[src/rtl/memory_access_arbiter_pkg.sv]
// Shared types, size codes and timeout limit for the memory access arbiter.
package memory_access_arbiter_pkg;

  localparam int unsigned ADDR_W        = 32;
  localparam int unsigned DATA_W        = 32;
  localparam int unsigned SIZE_W        = 2;
  localparam int unsigned CNT_W         = 8;
  localparam int unsigned TIMEOUT_LIMIT = 255;

  localparam logic RW_READ  = 1'b1;
  localparam logic RW_WRITE = 1'b0;

  localparam logic [SIZE_W-1:0] SIZE_BYTE    = 2'b00;
  localparam logic [SIZE_W-1:0] SIZE_HALF    = 2'b01;
  localparam logic [SIZE_W-1:0] SIZE_WORD    = 2'b10;
  localparam logic [SIZE_W-1:0] SIZE_ILLEGAL = 2'b11;

  typedef enum logic [2:0] {
    ST_IDLE  = 3'd0,
    ST_ISSUE = 3'd1,
    ST_WAIT  = 3'd2,
    ST_DONE  = 3'd3,
    ST_TRAP  = 3'd4
  } state_e;

  // Command held on the memory port for the duration of an access.
  typedef struct packed {
    logic [ADDR_W-1:0] addr;
    logic [DATA_W-1:0] wdata;
    logic              rw;
    logic [SIZE_W-1:0] size;
  } mem_cmd_t;

  // A data request traps on an illegal size or a misaligned address.
  function automatic logic data_trap(input logic [SIZE_W-1:0] size, input logic [1:0] lo);
    logic trap;
    case (size)
      SIZE_BYTE: trap = 1'b0;
      SIZE_HALF: trap = lo[0];
      SIZE_WORD: trap = (lo != 2'b00);
      default:   trap = 1'b1;
    endcase
    return trap;
  endfunction

  // Store data is replicated across every lane; the memory picks the lane by size/address.
  function automatic logic [DATA_W-1:0] replicate_store(input logic [SIZE_W-1:0] size,
                                                        input logic [DATA_W-1:0] wdata);
    logic [DATA_W-1:0] lanes;
    case (size)
      SIZE_BYTE: lanes = {4{wdata[7:0]}};
      SIZE_HALF: lanes = {2{wdata[15:0]}};
      default:   lanes = wdata;
    endcase
    return lanes;
  endfunction

endpackage

[src/rtl/memory_access_arbiter_load_align.sv]
// Big-endian load lane extraction with zero/sign extension.
module load_align
  import memory_access_arbiter_pkg::*;
(
  input  logic [DATA_W-1:0] rdata,
  input  logic [1:0]        addr_lo,
  input  logic [SIZE_W-1:0] size,
  input  logic              sign_ext,
  output logic [DATA_W-1:0] data_c
);

  logic [7:0]  byte_c;
  logic [15:0] half_c;

  // Select the addressed lane (offset 0 is the most significant) and right-justify it.
  always_comb begin
    byte_c = rdata[31:24];
    half_c = rdata[31:16];
    data_c = rdata;
    case (addr_lo)
      2'b01:   byte_c = rdata[23:16];
      2'b10:   byte_c = rdata[15:8];
      2'b11:   byte_c = rdata[7:0];
      default: byte_c = rdata[31:24];
    endcase
    if (addr_lo[1]) begin
      half_c = rdata[15:0];
    end
    case (size)
      SIZE_BYTE: data_c = {{24{sign_ext & byte_c[7]}}, byte_c};
      SIZE_HALF: data_c = {{16{sign_ext & half_c[15]}}, half_c};
      default:   data_c = rdata;
    endcase
  end

endmodule

[src/rtl/memory_access_arbiter.sv]
// Two-requester (fetch / data) arbiter onto a single handshaked memory port.
module memory_access_arbiter
  import memory_access_arbiter_pkg::*;
(
  input  logic              clk,
  input  logic              rst_n,
  input  logic              if_req,
  input  logic [ADDR_W-1:0] if_addr,
  output logic              if_gnt,
  output logic              if_done,
  output logic [DATA_W-1:0] if_data,
  input  logic              d_req,
  input  logic              d_rw,
  input  logic [SIZE_W-1:0] d_size,
  input  logic              d_signed,
  input  logic [ADDR_W-1:0] d_addr,
  input  logic [DATA_W-1:0] d_wdata,
  output logic              d_gnt,
  output logic              d_done,
  output logic              d_trap,
  output logic [DATA_W-1:0] d_rdata,
  output logic [ADDR_W-1:0] mem_addr,
  output logic [DATA_W-1:0] mem_wdata,
  output logic              mem_rw,
  output logic [SIZE_W-1:0] mem_size,
  output logic              mem_mov,
  input  logic [DATA_W-1:0] mem_rdata,
  input  logic              mem_moc,
  output logic              bus_err
);

  state_e            state, next_state;
  logic [CNT_W-1:0]  wait_cnt;
  mem_cmd_t          mem_cmd;
  logic              owner_data;
  logic              req_signed;

  logic              active_c, timeout_c, trap_req_c;
  logic              accept_d_c, accept_if_c, complete_c;
  logic [DATA_W-1:0] load_data_c;
  logic              if_gnt_nxt, d_gnt_nxt, if_done_nxt, d_done_nxt;
  logic              d_trap_nxt, bus_err_nxt, mov_nxt;

  assign active_c   = (state == ST_ISSUE) || (state == ST_WAIT);
  assign timeout_c  = active_c && !mem_moc && (wait_cnt == CNT_W'(TIMEOUT_LIMIT - 1));
  assign trap_req_c = data_trap(d_size, d_addr[1:0]);

  // State register.
  always_ff @(posedge clk or negedge rst_n) begin
    if (!rst_n) state <= ST_IDLE;
    else        state <= next_state;
  end

  // Next-state logic: data wins arbitration; MOC is only looked at while accessing.
  always_comb begin
    next_state = state;
    case (state)
      ST_IDLE: begin
        if (d_req)       next_state = trap_req_c ? ST_TRAP : ST_ISSUE;
        else if (if_req) next_state = ST_ISSUE;
      end
      ST_ISSUE, ST_WAIT: begin
        if (mem_moc)        next_state = ST_DONE;
        else if (timeout_c) next_state = ST_IDLE;
        else                next_state = ST_WAIT;
      end
      ST_DONE: next_state = ST_IDLE;
      ST_TRAP: next_state = ST_IDLE;
      default: next_state = ST_IDLE;
    endcase
  end

  // Output logic: next values of the registered handshake pulses and port controls.
  always_comb begin
    accept_d_c  = 1'b0;
    accept_if_c = 1'b0;
    complete_c  = 1'b0;
    if_gnt_nxt  = 1'b0;
    d_gnt_nxt   = 1'b0;
    if_done_nxt = 1'b0;
    d_done_nxt  = 1'b0;
    d_trap_nxt  = 1'b0;
    bus_err_nxt = 1'b0;
    mov_nxt     = 1'b0;
    case (state)
      ST_IDLE: begin
        if (d_req) begin
          accept_d_c = !trap_req_c;
          d_gnt_nxt  = !trap_req_c;
          mov_nxt    = !trap_req_c;
          d_trap_nxt = trap_req_c;
        end else if (if_req) begin
          accept_if_c = 1'b1;
          if_gnt_nxt  = 1'b1;
          mov_nxt     = 1'b1;
        end
      end
      ST_ISSUE, ST_WAIT: begin
        if (mem_moc) begin
          complete_c  = 1'b1;
          d_done_nxt  = owner_data;
          if_done_nxt = !owner_data;
        end else if (timeout_c) begin
          bus_err_nxt = 1'b1;
          d_done_nxt  = owner_data;
          if_done_nxt = !owner_data;
        end else begin
          mov_nxt = 1'b1;
        end
      end
      default: ;
    endcase
  end

  // Handshake pulse and MOV registers.
  always_ff @(posedge clk or negedge rst_n) begin
    if (!rst_n) begin
      if_gnt  <= 1'b0;
      d_gnt   <= 1'b0;
      if_done <= 1'b0;
      d_done  <= 1'b0;
      d_trap  <= 1'b0;
      bus_err <= 1'b0;
      mem_mov <= 1'b0;
    end else begin
      if_gnt  <= if_gnt_nxt;
      d_gnt   <= d_gnt_nxt;
      if_done <= if_done_nxt;
      d_done  <= d_done_nxt;
      d_trap  <= d_trap_nxt;
      bus_err <= bus_err_nxt;
      mem_mov <= mov_nxt;
    end
  end

  // Wait counter: cleared on grant, counts access cycles that saw no MOC.
  always_ff @(posedge clk or negedge rst_n) begin
    if (!rst_n)                    wait_cnt <= '0;
    else if (next_state == ST_ISSUE) wait_cnt <= '0;
    else if (active_c && !mem_moc) wait_cnt <= wait_cnt + CNT_W'(1);
  end

  // Capture the winning request; the memory port stays stable until the next grant.
  always_ff @(posedge clk or negedge rst_n) begin
    if (!rst_n) begin
      mem_cmd    <= '{addr: '0, wdata: '0, rw: RW_READ, size: '0};
      owner_data <= 1'b0;
      req_signed <= 1'b0;
    end else if (accept_d_c) begin
      mem_cmd    <= '{addr: d_addr, wdata: replicate_store(d_size, d_wdata), rw: d_rw, size: d_size};
      owner_data <= 1'b1;
      req_signed <= d_signed;
    end else if (accept_if_c) begin
      mem_cmd    <= '{addr: if_addr & ~ADDR_W'(3), wdata: '0, rw: RW_READ, size: SIZE_WORD};
      owner_data <= 1'b0;
      req_signed <= 1'b0;
    end
  end

  assign mem_addr  = mem_cmd.addr;
  assign mem_wdata = mem_cmd.wdata;
  assign mem_rw    = mem_cmd.rw;
  assign mem_size  = mem_cmd.size;

  load_align u_load_align (
    .rdata    (mem_rdata),
    .addr_lo  (mem_cmd.addr[1:0]),
    .size     (mem_cmd.size),
    .sign_ext (req_signed),
    .data_c   (load_data_c)
  );

  // Read data registers: updated on read completion, zeroed on timeout, held otherwise.
  always_ff @(posedge clk or negedge rst_n) begin
    if (!rst_n) begin
      d_rdata <= '0;
      if_data <= '0;
    end else if (timeout_c) begin
      if (owner_data) d_rdata <= '0;
      else            if_data <= '0;
    end else if (complete_c && (mem_cmd.rw == RW_READ)) begin
      if (owner_data) d_rdata <= load_data_c;
      else            if_data <= mem_rdata;
    end
  end

endmodule

[config.mk]
export PLATFORM = sky130hd
export DESIGN_NAME = memory_access_arbiter
export DESIGN_NICKNAME = d
export VERILOG_FILES = /design/src/rtl/memory_access_arbiter_pkg.sv /design/src/rtl/memory_access_arbiter_load_align.sv /design/src/rtl/memory_access_arbiter.sv
export SDC_FILE = /design/constraint.sdc
export NUM_CORES = 1
export LEC_CHECK = 0
export CAP_MARGIN = 20
export CORE_MARGIN = 2
export CORE_UTILIZATION = 40
export CTS_BUF_LIST = sky130_fd_sc_hd__clkbuf_4
export DETAILED_ROUTE_END_ITERATION = 7
export GPL_ROUTABILITY_DRIVEN = 0
export MAX_ROUTING_LAYER = met4
export PLACE_DENSITY = 0.84
export SETUP_SLACK_MARGIN = 0.2
export SYNTH_ARGS = -nofsm -noshare
export SYNTH_HDL_FRONTEND = slang
export SYNTH_SLANG_ARGS = --single-unit
[constraint.sdc]
create_clock -name clk -period 2.02 [get_ports clk]
set_clock_uncertainty 0.2 [all_clocks]
set_input_delay 0.303 -clock clk [delete_from_list [all_inputs] [get_ports clk]]
set_output_delay 0.303 -clock clk [all_outputs]
set_load 0.05 [all_outputs]
After elaboration in Yosys (flattened, before gate mapping)

Index checks and enable logic that the tools add are counted.

$lt $le $gt $ge: 0
Multiplexer cells: 48
Shift-type cells: 0
Bitwise logic cells: 2
Divide/modulo/power cells: 0
Equality and inequality tests: 14
Reduce and logical (&&, ||, !) cells: 17
Add/sub/neg operators: 1
Multiply operators: 0

Operator list:

| cell                                                | count |
|---|---|
| two-way mux 32 bit                                  | 8 |
| two-way mux 67 bit                                  | 2 |
| case mux 32 bit (2 select lines)                    | 2 |
| two-way mux 1 bit                                   | 24 |
| case mux 8 bit (3 select lines)                     | 1 |
| two-way mux 16 bit                                  | 1 |
| two-way mux 8 bit                                   | 2 |
| two-way mux 3 bit                                   | 3 |
| adder 8 x 1 -> 8 bit, second input constant         | 1 |
| equality test 8 bit, second input constant          | 1 |
| inequality test 2 bit, second input constant        | 4 |
| nonzero test 2 bit                                  | 4 |
| equality test 2 x 1 -> 1 bit, second input constant | 3 |
| equality test 2 bit, second input constant          | 3 |
| equality test 3 x 1 -> 1 bit, second input constant | 2 |
| case mux 3 bit (2 select lines)                     | 1 |
| AND reduction 3 bit                                 | 2 |
| zero test 2 bit                                     | 2 |
| two-way mux 2 bit                                   | 2 |
| equality test 3 x 2 -> 1 bit, second input constant | 1 |
| logical AND 1 bit                                   | 3 |
| zero test 1 bit                                     | 3 |
| zero test 3 bit                                     | 1 |
| case mux 1 bit (3 select lines)                     | 1 |
| other kinds (4)                                     | 5 |

Bits in read-only memories: 0
Output and inout port bits: 138
Input bits: 137
Flip-flop bits (word level): 151
Logic and storage cells: 99
RAM bits: 0
Bits in latches: 0
Memories kept: 0

Depth between registers and ports, before layout

Word-level depth: 9
Gate-level depth with buffers: 7
Depth with buffers taken out: 6

By module

Synthesis repeated with hierarchy kept, for this count alone.

Cell total of the unflattened synthesis: 773
Area, all modules: 7394.6 um^2

Modules (own cells, without submodules):

| module                | sequential area each (um^2) | times used | cells each | area an instance (um^2) |
|---|---|---|---|---|
| memory_access_arbiter | 3779.9                      | 1          | 666        | 6565.0 |
| load_align            | 0.0                         | 1          | 107        | 829.5 |

Worst setup path before layout

OpenSTA, ideal clock, no wires.

Path kind: reg-to-reg
From: register mem_cmd, in the netlist mem_addr[1]
To: register d_rdata[21]
Setup time: 123 ps
Buffers on the path: 1
Path slack: -299 ps
Clock period less this slack: 2319 ps
Arrival: 1995 ps
Cell stages (with the launch flop): 6
Data required time: 1697 ps
Cells stage by stage: dfrtp_1 mux2_2 and4_1 o31ai_2 buf_2 o2bb2ai_1

Longest elaborated chain between the ends: 7
Elaborated cells between the ends (all ways): 11
Those cells by class: eq/ne (3); mux (6); bitwise (2)

RTL lines:

| what                                                                       | RTL line                               | source |
|---|---|---|
| from (decl)                                                                | memory_access_arbiter.sv:34            | `mem_cmd_t mem_cmd;` |
| from (signal assigned)                                                     | memory_access_arbiter.sv:146           | `mem_cmd <= '{addr: '0, wdata: '0, rw: RW_READ, size: '0};` |
| from (signal assigned)                                                     | memory_access_arbiter.sv:150           | `mem_cmd <= '{addr: d_addr, wdata: replicate_store(d_size, d_wdata), rw: d_rw, size: d_size};` |
| from (signal assigned)                                                     | memory_access_arbiter.sv:154           | `mem_cmd <= '{addr: if_addr & ~ADDR_W'(3), wdata: '0, rw: RW_READ, size: SIZE_WORD};` |
| equality test 2 bit / equality test 2 x 1 -> 1 bit (equally long branches) | memory_access_arbiter_load_align.sv:20 | `case (addr_lo)` |
| case mux 8 bit (3 select lines)                                            | memory_access_arbiter_load_align.sv:20 |  |
| AND 1 bit                                                                  | memory_access_arbiter_load_align.sv:30 | `SIZE_BYTE: data_c = {{24{sign_ext & byte_c[7]}}, byte_c};` |
| case mux 32 bit (2 select lines) *                                         | memory_access_arbiter_load_align.sv:29 | `case (size)` |
| two-way mux 32 bit *                                                       | memory_access_arbiter.sv:182           | `if (owner_data) d_rdata <= load_data_c;` |
| two-way mux 32 bit *                                                       | memory_access_arbiter.sv:181           | `end else if (complete_c && (mem_cmd.rw == RW_READ)) begin` |
| two-way mux 32 bit *                                                       | memory_access_arbiter.sv:178           | `end else if (timeout_c) begin` |
| to (signal assigned)                                                       | memory_access_arbiter.sv:182           |  |
| to (decl)                                                                  | memory_access_arbiter.sv:21            | `output logic [DATA_W-1:0] d_rdata,` |

Mark *: on every way between the ends. The rest lies on a longest branch, timed or not. The select of a mux whose other input is x is not followed.
A chain may end at the register's enable or synchronous reset.

Final worst setup path

From: register wait_cnt[0]
To: register if_data[5]

Longest elaborated chain between the ends: 4
Elaborated cells between the ends (all ways): 6
Those cells by class: eq/ne (2); mux (1); reduce/logical (3)

RTL lines:

| what                                                                         | RTL line                     | source |
|---|---|---|
| from (decl)                                                                  | memory_access_arbiter.sv:33  | `logic [CNT_W-1:0] wait_cnt;` |
| from (signal assigned)                                                       | memory_access_arbiter.sv:140 | `else if (active_c && !mem_moc) wait_cnt <= wait_cnt + CNT_W'(1);` |
| equality test 8 bit *                                                        | memory_access_arbiter.sv:45  | `assign timeout_c = active_c && !mem_moc && (wait_cnt == CNT_W'(TIMEOUT_LIMIT - 1));` |
| logical AND 1 bit *                                                          | memory_access_arbiter.sv:45  |  |
| inequality test 2 bit (no line) / nonzero test 2 bit (equally long branches) | --                           |  |
| AND reduction 3 bit (no line)                                                | --                           |  |
| to (signal assigned)                                                         | memory_access_arbiter.sv:183 | `else if_data <= mem_rdata;` |
| to (decl)                                                                    | memory_access_arbiter.sv:11  | `output logic [DATA_W-1:0] if_data,` |

Mark *: on every way between the ends. The rest lies on a longest branch, timed or not.

==> flow_metrics.py <==
metrics = {
    "die": {
        "fp.dieH_um": 132,
        "floorplan.initialDensity_pct": 41.2,
        "coreArea_um2": 16000,
        "num_rows": 46,
        "fp.dieW_um": 132,
        "io_pins": 275,
        "dieArea_um2": 17500,
    },
    "grt": {
        "grtUsageMet1_pct": 33.1,
        "vias_in_the_first_global_route": 6430,
        "grt_max_degree": 66,
        "grt.overflow.total": 0,
        "wire_length_of_the_first_global_routing_pass_um": 35100,
        "antenna_found_initial": 0,
        "global_routing_usage_on_met2_pct": 41.9,
        "top_usage_layer": "met2",
        "met3_usage_pct": 6.78,
        "grt_use_total_pct": 26.6,
    },
    "finish": {
        "syn2layout_area_growth_pct": 68.9,
        "final-seq-area_um2": 3790,
        "fillerInstances": 1176,
        "total_area_of_multi_input_combinational_cells_um2": 3130,
        "drive_above_1_share_pct": 39.1,
        "antenna_cells_inserted": 0,
        "nNetsFinal": 1055,
    },
    "logic_synthesis": {
        "synth-seq-area-share_pct": 57.3,
        "synth.lib_cells_used.distinct": 45,
        "synth_top_area_share_pct": 56.9,
        "postSynthAreaPerCell_um2": 11.5,
        "most_area_hungry_cell_type_in_the_yosys_netlist": "sky130_fd_sc_hd__dfrtp_1",
        "postSynthCellCount": 574,
        "syn-cell-area_um2": 6600,
        "mappedNetlistNets": 713,
        "yosys_register_bits": 151,
        "ys_warn_count": 0,
        "count_of_flip_flops_with_a_built_in_enable_after_synthesis": 0,
        "yosys-top-cells-area": "sky130_fd_sc_hd__dfrtp_1 57%, sky130_fd_sc_hd__a22o_1 7.6%, sky130_fd_sc_hd__o2bb2ai_1 5.3%",
        "synthFlopType": "sky130_fd_sc_hd__dfrtp_1",
        "synth_async_sr_flop_share_pct": 100,
    },
    "timing": {
        "finalHoldWorstSlack_ns": 0.135,
        "finalCritPeriodShare_pct": 99.4,
        "slew-limit-headroom_pct": 40.3,
        "tightest_pin_transition_ns": 0.892,
        "max_clock_freq_ghz": 0.498,
        "post-route-min-period_ns": 2.01,
        "timing.final.max_slew_violations": 0,
        "grt_setup_unrepaired": "yes",
        "hold_viol": 0,
        "final-setup-viol-count": 0,
        "finalSetupTns_ns": 0,
    },
    "route": {
        "wire_per_inst_um": 22.2,
        "vias": 6470,
        "via_per_inst": 5.65,
        "wirelength_um": 25500,
        "drtIter0Drc": 388,
        "drt_pass1_iterations": 5,
        "residual_drc_count": 0,
        "detail-route-antenna-nets": 0,
    },
    "cts": {
        "cts.root.buffer_cell": "sky130_fd_sc_hd__clkbuf_4",
        "cts-buffers-inserted": 17,
        "cts_htree_levels": 4,
        "skew_pair_late_insertion_delay_ns": 0.55,
        "path_clk_slew_ns": 0.14,
        "cts.path.max_buffers": 2,
        "cts_sinks": 151,
        "cts_tree": "done",
    },
    "hold_path": {
        "hold_depth": 2,
        "hold_crit_class": "in -> reg",
    },
    "critical_path": {
        "worst-endpoint-arrival_ns": 2.25,
        "timing.critical_path.cells": "inv_1 > ha_2 > nand3_4 > o31ai_4 > nand3b_1 > buf_6 > clkbuf_16 > a22o_1",
        "crit_path_max_incr_delay_ns": 0.40,
        "timing.critical_path.fanout_max": 8,
        "worst_setup_path_type": "reg -> reg",
        "r2r_cells": 8,
        "worst_setup_path_start_kind": "flop",
        "worst_path_required_time_ns": 2.26,
        "critPathCaptureType": "flop",
        "timing.critical_path.max_delay_family": "compound AO/OA/AOI/OAI gates",
        "cp.buffers_inverters": 3,
        "cp.depth": 8,
        "crit_slowest_cell": "sky130_fd_sc_hd__dfrtp_1",
    },
    "place": {
        "dpl.hpwl_um": 16000,
        "buffer_ports.inserted": 272,
    },
    "status": {
        "result_of_the_run": "finished, final reports clean",
    },
    "power": {
        "ir_worst_vdd_uv": 1470,
        "powerDensity_nw_per_um2": 1720,
        "leak_pwr_nw": 5.05,
    },
    "run": {
        "max_cap_viol_count": 0,
    },
}
==> cells by family (layout without fill, tap and decap cells) <==
logic type	count (synthesis)	in the layout	share of synthesized area (%)
fa+ha+maj	2	2	0.379
buf+inv	79	434	4.74
simple gates	84	84	6.53
compound gates	219	219	24.8
mux	35	35	5.65
xor+xnor	4	4	0.645
flops	151	151	57.3
==> layout make-up <==
type | count | area share, %
sequential | 151 | 34.0
timing repair buffer | 366 | 31.7
multi-input combinational | 344 | 28.1
tap | 216 | 2.43
clock inverter | 15 | 1.36
inverter | 36 | 1.24
clock buffer | 17 | 1.15
==> worst reg2reg max path, stage by stage, from the launching register on <==
cell and delay (ns):
sky130_fd_sc_hd__dfrtp_1 0.40, sky130_fd_sc_hd__inv_1 0.06, sky130_fd_sc_hd__ha_2 0.20, sky130_fd_sc_hd__nand3_4 0.10, sky130_fd_sc_hd__o31ai_4 0.25, sky130_fd_sc_hd__nand3b_1 0.12, sky130_fd_sc_hd__buf_6 0.17, sky130_fd_sc_hd__clkbuf_16 0.17
sky130_fd_sc_hd__a22o_1 0.22
==> synthesized netlist by cell type (all sizes together) (7+ instances only) <==
library cell and number:
buf 18, a21oi 23, o21ai 42, dfrtp 150, clkbuf 25, nor2 12, a32o 8, nor3 7
o2bb2ai 40, a22o 57, inv 36, a22oi 37, nand2 32, mux2i 26, nand2b 11, mux2 8
==> repair_timing <==
item | 4_1_cts | 5_1_grt
hold buffers | 4 | 0
resized for setup | 318 | 146
pin swaps | 16 | 79
gates cloned | 3 | 16
setup buffers | 7 | 12
endpoints found under the hold margin | 151 | 0
endpoints found under the setup margin | 177 | 144
==> per-layer routing <==
metal	vias up	wire length, µm
li1	2827	-
met1	3225	10100
met2	357	12600
met3	61	1780
met4	0	942
met5	-	0
==> registers in the layout, summed over array words and instances, names as in the netlist <==
| register | cells |
|---|---|
| req_signed | 1 |
| mem_wdata | 32 |
| d_done | 1 |
| bus_err | 1 |
| mem_rw | 1 |
| mem_addr | 32 |
| if_gnt | 1 |
| mem_size | 2 |
| d_trap | 1 |
| owner_data | 1 |
| if_data | 32 |
| d_gnt | 1 |
| state | 3 |
| wait_cnt | 8 |
| if_done | 1 |
| d_rdata | 32 |
| mem_mov | 1 |
==> worst paths after layout <==
check,to,from,slack [ns]
max in group asynchronous,d_rdata[1]$_DFFE_PN0P_,rst_n,0.23
worst min-delay path,req_signed$_DFFE_PN0P_,d_signed,0.13
worst min register to register,d_rdata[14]$_DFFE_PN0P_,d_rdata[14]$_DFFE_PN0P_,0.31
worst max register to register,if_data[5]$_DFFE_PN0P_,wait_cnt[0]$_DFFE_PN0P_,0.01
worst max-delay path,if_data[5]$_DFFE_PN0P_,wait_cnt[0]$_DFFE_PN0P_,0.01
min in group asynchronous,if_data[4]$_DFFE_PN0P_,rst_n,0.53
==> stage by stage <==
step | area [µm²] | worst slack [ns] | utilization (%) | instances | power, mW
final | 11100 | 0.0129 | 69.6 | 1145 | 19.1
after global routing | 11100 | -0.0544 | 69.6 | 1145 | 19.9
after CTS | 10100 | 0.108 | 63.3 | 1117 | 17.8
after detailed placement | 9870 | -0.206 | 61.7 | 1071 | 16.0
after global placement | 9870 | -0.182 | 61.7 | 1071 | 15.8
after floorplan | 6740 | 0.0487 | - | 574 | 12.1
==> power breakdown <==
part | switching [mW] | total (mW) | internal [mW] | leakage [nW]
clock | 1.16 | 1.90 | 0.738 | 0.153
sequential | 0.983 | 5.31 | 4.32 | 1.92
combinational | 7.49 | 11.9 | 4.45 | 2.98
==> cells in the final DEF, fill, tap and decap left out, types with 3 or more instances in the layout <==
master,netlist,routed
sky130_fd_sc_hd__dfrtp_2,0,5
sky130_fd_sc_hd__nand3_1,5,4
sky130_fd_sc_hd__clkinv_1,0,3
sky130_fd_sc_hd__clkinv_4,0,5
sky130_fd_sc_hd__o21ai_0,42,10
sky130_fd_sc_hd__o21ai_1,0,30
sky130_fd_sc_hd__a21oi_2,0,4
sky130_fd_sc_hd__buf_4,0,116
sky130_fd_sc_hd__a22o_1,57,57
sky130_fd_sc_hd__a22oi_1,37,8
sky130_fd_sc_hd__o2bb2ai_2,0,19
sky130_fd_sc_hd__buf_8,0,9
sky130_fd_sc_hd__a22oi_2,0,29
sky130_fd_sc_hd__inv_6,0,3
sky130_fd_sc_hd__clkbuf_16,0,11
sky130_fd_sc_hd__nor3_1,7,5
sky130_fd_sc_hd__a21oi_1,23,19
sky130_fd_sc_hd__mux2_4,0,7
sky130_fd_sc_hd__o2bb2ai_4,0,9
sky130_fd_sc_hd__buf_12,0,17
sky130_fd_sc_hd__clkdlybuf4s50_1,0,133
sky130_fd_sc_hd__nand2_1,32,28
sky130_fd_sc_hd__nand2b_1,11,11
sky130_fd_sc_hd__dlygate4sd3_1,0,3
sky130_fd_sc_hd__buf_2,13,59
sky130_fd_sc_hd__xnor2_1,3,3
sky130_fd_sc_hd__o2bb2ai_1,40,12
sky130_fd_sc_hd__buf_6,0,13
sky130_fd_sc_hd__nor2_1,11,11
sky130_fd_sc_hd__a32o_1,8,8
sky130_fd_sc_hd__dfrtp_1,150,144
sky130_fd_sc_hd__mux2i_1,26,25
sky130_fd_sc_hd__clkbuf_4,0,18
sky130_fd_sc_hd__inv_1,35,34
Note: power is estimated with default switching activity, not from simulation.
